===== src/rtl/stall_ctrl_pkg.sv =====
`default_nettype none
// +----------------------------------------------------------------------------+
// | Module      : stall_ctrl_pkg                                               |
// | Description : Tuse/Tnew timing encodings, multiply/divide latency          |
// |               defaults and the register-hazard helper for stall_ctrl.      |
// | Revision    : 1.0 - initial release                                        |
// +----------------------------------------------------------------------------+
package stall_ctrl_pkg;

    typedef logic [1:0] t_time;
    typedef logic [4:0] t_reg;

    localparam t_time TUSE_NOW   = 2'd0;
    localparam t_time TUSE_ONE   = 2'd1;
    localparam t_time TUSE_TWO   = 2'd2;
    localparam t_time TUSE_NEVER = 2'd3;
    localparam t_time TNEW_READY = 2'd0;

    localparam int MULT_CYCLES_DEF = 5;
    localparam int DIV_CYCLES_DEF  = 10;

    localparam t_reg ZERO_REG = 5'd0;

    // A source conflicts with a producer when it names the same non-zero
    // register and is needed before the producer's result can be forwarded.
    function automatic logic reg_hazard(
        input t_reg  a_src,
        input t_time tuse,
        input t_reg  a_e,
        input t_time tnew_e,
        input t_reg  a_m,
        input t_time tnew_m
    );
        return (a_src != ZERO_REG) &&
               (((a_src == a_e) && (tuse < tnew_e)) ||
                ((a_src == a_m) && (tuse < tnew_m)));
    endfunction

endpackage
`default_nettype wire


===== src/rtl/stall_ctrl_md_busy_counter.sv =====
`default_nettype none
// +----------------------------------------------------------------------------+
// | Module      : md_busy_counter                                              |
// | Description : Occupancy counter for the multi-cycle multiply/divide unit.  |
// | Revision    : 1.0 - initial release                                        |
// +----------------------------------------------------------------------------+
module md_busy_counter #(
    parameter int MULT_CYCLES = 5,
    parameter int DIV_CYCLES  = 10,
    parameter int CNT_W       = 4
) (
    input  logic clk,
    input  logic reset,
    input  logic startE,
    input  logic isDivE,
    output logic busy
);

    logic [CNT_W-1:0] r_cnt;

    // A start always reloads, even over a running count.
    always_ff @(posedge clk) begin
        if (reset) begin
            r_cnt <= '0;
        end else if (startE) begin
            r_cnt <= isDivE ? CNT_W'(DIV_CYCLES) : CNT_W'(MULT_CYCLES);
        end else if (r_cnt != '0) begin
            r_cnt <= r_cnt - 1'b1;
        end
    end

    assign busy = (r_cnt != '0) && !reset;

endmodule
`default_nettype wire


===== src/rtl/stall_ctrl.sv =====
`default_nettype none
// +----------------------------------------------------------------------------+
// | Module      : stall_ctrl                                                   |
// | Description : Pipeline hazard/stall controller; MDU_STALL_EN adds the      |
// |               multiply/divide busy tracking and MD hazard term.            |
// | Revision    : 1.0 - initial release                                        |
// +----------------------------------------------------------------------------+
module stall_ctrl
    import stall_ctrl_pkg::*;
#(
    parameter int MULT_CYCLES = MULT_CYCLES_DEF,
    parameter int DIV_CYCLES  = DIV_CYCLES_DEF,
    parameter int CNT_W       = 4
) (
    input  logic       clk,
    input  logic       reset,
    input  logic [4:0] A1D,
    input  logic [4:0] A2D,
    input  logic [1:0] TuseRsD,
    input  logic [1:0] TuseRtD,
    input  logic [4:0] A3E,
    input  logic [1:0] TnewE,
    input  logic [4:0] A3M,
    input  logic [1:0] TnewM,
    input  logic       mdD,
    input  logic       startE,
    input  logic       isDivE,
    output logic       enPC,
    output logic       enIFID,
    output logic       flushIDEX,
    output logic       busy
);

    logic w_haz_rs;
    logic w_haz_rt;
    logic w_md_haz;
    logic w_busy;
    logic w_stall;

    assign w_haz_rs = reg_hazard(A1D, TuseRsD, A3E, TnewE, A3M, TnewM);
    assign w_haz_rt = reg_hazard(A2D, TuseRtD, A3E, TnewE, A3M, TnewM);

`ifdef MDU_STALL_EN
    md_busy_counter #(
        .MULT_CYCLES (MULT_CYCLES),
        .DIV_CYCLES  (DIV_CYCLES),
        .CNT_W       (CNT_W)
    ) u_md_busy_counter (
        .clk    (clk),
        .reset  (reset),
        .startE (startE),
        .isDivE (isDivE),
        .busy   (w_busy)
    );

    assign w_md_haz = mdD && (w_busy || startE);
`else
    localparam int c_unused_cfg = MULT_CYCLES + DIV_CYCLES + CNT_W;
    logic w_unused_md;

    assign w_unused_md = &{1'b0, clk, mdD, startE, isDivE};
    assign w_busy      = 1'b0;
    assign w_md_haz    = 1'b0;
`endif

    // Reset masks every stall source so the front end free-runs while held.
    assign w_stall   = !reset && (w_haz_rs || w_haz_rt || w_md_haz);

    assign enPC      = !w_stall;
    assign enIFID    = !w_stall;
    assign flushIDEX = w_stall;
    assign busy      = w_busy;

endmodule
`default_nettype wire


===== config.mk =====
export PLATFORM = sky130hd
export DESIGN_NAME = stall_ctrl
export DESIGN_NICKNAME = d
export VERILOG_FILES = /design/src/rtl/stall_ctrl_pkg.sv /design/src/rtl/stall_ctrl_md_busy_counter.sv /design/src/rtl/stall_ctrl.sv
export SDC_FILE = /design/constraint.sdc
export NUM_CORES = 1
export LEC_CHECK = 0
export ABC_AREA = 1
export CAP_MARGIN = 40
export CORE_UTILIZATION = 38
export DETAILED_ROUTE_END_ITERATION = 8
export GPL_TIMING_DRIVEN = 0
export PLACE_DENSITY = 0.83
export SETUP_SLACK_MARGIN = 0.5
export SYNTH_ARGS = -nofsm -noshare
export SYNTH_HDL_FRONTEND = slang
export SYNTH_SLANG_ARGS = --single-unit

===== constraint.sdc =====
create_clock -name vclk -period 2
set_clock_uncertainty 0.2 [all_clocks]
set_input_delay 0.3 -clock vclk [all_inputs]
set_output_delay 0.3 -clock vclk [all_outputs]
set_load 0.01 [all_outputs]

==> results.yml <==
yosys:
  ys_types: 20
  synth_area_leaders: "nand2_1, inv_1, ha_1, nand3_1, nor2_1"
  synth-warning-count: 0
  netlist.area_leader.share_pct: 34.72
  synth_compound_area_share_pct: 9.259
  syn_area_per_cell_um2: 4.660
  syn_nets: 153
  synth_top_family_by_area: "simple AND/OR/NAND/NOR gates"
  synthAdderAreaFrac_pct: 9.259
  yosys.area.top_type: "nand2_1"
  synth-simple-area-share_pct: 52.78
  synth-xor-area-share_pct: 6.481
  synth_cells: 116
  netlist_area_um2: 540.5
  synth_seq_area_share_pct: 0
  synth_mux_area_share_pct: 0
placement:
  place_inst: 163
  dpl-instance-area_um2: 942.2
  place_congestion: 0.8067
  place_hpwl_mm: 1.303
  portBuffers: 32
  pre_cts_ws_ns: -0.8707
drt:
  drt_iter0_drc: 7
  ant_nets: 0
  drt_first_pass_iters: 3
  post_drt_wl_per_cell_um: 9.331
  drcViolationCount: 0
  vias: 747
  wl_mm: 1.521
  vias_per_cell: 4.583
grt:
  grt_max_degree: 5
  grt_usage_pct: 20.93
  grt_antenna_before_repair: 0
  grt_pass1_vias: 621
  grt_pass1_wl_mm: 2.318
  overflow: 0
pwr:
  peakVddDrop_v: 0.0001012
  cellLeakagePower_nw: 0.5332
  power_density_nw_per_um2: 180.1
final_layout:
  antenna_cells: 0
  sequential_cell_total: 0
  postLayoutCoreUtil_pct: 69.61
  clockBufferCount: 0
  fillCellCount: 131
  design_area_um2: 917.1
  drive_above_1_share_pct: 27.70
  layoutNonFillerInstCount: 163
  nNetsFinal: 187
  seq_area_um2: 0
  synthToLayoutAreaGrowth_pct: 69.68
clock_tree:
  cts-hold-fix-buffers: 0
  post_cts_buffers: 0
sta:
  fin_ws_ns: 0.08447
  period_needed_ns: 1.916
  fmaxAchievable_mhz: 522.0
  period_share_pct: 95.78
  setup_viol: 0
  slew_viol_final: 0
  rsz0062_at_grt: "true"
  hold_viol_final: 0
setup_path:
  cp-startpoint: "TnewE[1]"
  critPathLaunchType: "primary input"
  critical_path_required_ns: 1.50
  crit_type: "primary input to primary output"
  endpoint_kind: "primary output"
  worstPathArrival_ns: 1.42
  path_max_fanout: 2
run:
  drv_cap: 0
min_path:
  worstHoldStart: "A2D[1]"
  min_path_type: "primary input to primary output"
floorplanning:
  die_width_um: 39.72
  initial_core_util_pct: 41.03
  io_pins: 37
  fp.dieArea_um2: 1577
  num_rows: 13
  die_h_um: 39.72
  core_area_um2: 1318
run_status:
  status: "finished, final reports clean"
[per-stage QoR]
step	setup TNS (ns)	total power [W]	hold slack, ns
finish	0	0.0001651	0.9465
detailed placement	-2.504	0.0001764	1.412
CTS	0	0.0001646	1.056
global route	-0.02811	0.0001872	0.9733
global placement	-2.443	0.0001736	1.391
floorplan	0	0.00008221	0.4260
[area by class of cell]
cell class | instances | area [µm²] | area share [%]
Tap cell | 15 | 18.77 | 2.046
Timing Repair Buffer | 32 | 271.5 | 29.60
Multi-Input combinational cell | 87 | 489.2 | 53.34
Buffer | 2 | 18.77 | 2.046
Inverter | 27 | 118.9 | 12.96
[worst paths after layout]
check	to	depth (start not counted)
setup / recovery	enPC	12
hold / removal	flushIDEX	6
[worst max-delay path, cell delays in order]
cell	delay (ns)
buf_8	0.11
inv_12	0.05
ha_4	0.18
a21boi_2	0.14
nor2_1	0.09
nand3_1	0.07
nand2_1	0.07
nand2_2	0.07
nand2_2	0.07
nand2_2	0.05
buf_6	0.11
buf_6	0.11
[routing by layer]
metal / global-route usage (%) / wire length [µm] / share of wire, %
met3: 0 / 67 / 4.4
met2: 45.08 / 781 / 51
met1: 23.03 / 672 / 44
met4: 0 / 0 / 0
met5: 0 / 0 / 0
[synth_stat cells]
master	number
nand2_1	50
inv_1	20
nor2_1	8
nand3_1	7
inv_2	6
ha_1	4
xor2_1	3
a21oi_1	2
a21oi_2	2
buf_4	2
nor3_1	2
o21ai_0	2
a21boi_0	1
clkinv_1	1
conb_1	1
nand2_2	1
nand3_2	1
nor2_2	1
o21ai_1	1
xnor2_1	1
[power by group]
part | switching (W) | internal, W | total [W]
Clock | 0 | 0 | 0
Combinational | 0.0000845 | 0.0000806 | 0.000165
Sequential | 0 | 0 | 0
Total | 0.0000845 | 0.0000806 | 0.000165
[cells by family (layout without fill, tap and decap cells)]
group,count (synthesis),after routing
AOI/OAI and AO/OA,8,8
xor gates and xnor gates,4,4
adders and majority gates,4,4
buffers and inverters,29,61
other,1,1
and+or+nand+nor,70,70
[placed cells by master, fill, tap and decap left out]
cell and count:
nand2_1 47, inv_1 15, dlygate4sd2_1 11, inv_2 9, nor2_1 8, nand3_1 7, clkdlybuf4s15_1 6, clkbuf_2 6
nand2_2 4, ha_4 4, buf_6 4, xor2_1 3, buf_2 3, a21oi_1 2, o21ai_1 2, nor3_1 2
a21oi_2 2, inv_12 1, inv_6 1, clkinv_1 1, xnor2_1 1, o21ai_2 1, a21boi_2 1, nand3_2 1
nor2_2 1, buf_4 1, conb_1 1, clkdlybuf4s15_2 1, buf_8 1, clkdlybuf4s50_1 1
[timing repair]
| action | CTS | global route |
|---|---|---|
| pin swaps | 12 | 6 |
| setup endpoints to repair | 3 | 3 |
| gates resized for setup | 72 | 15 |
(Power assumes the default switching activity.)
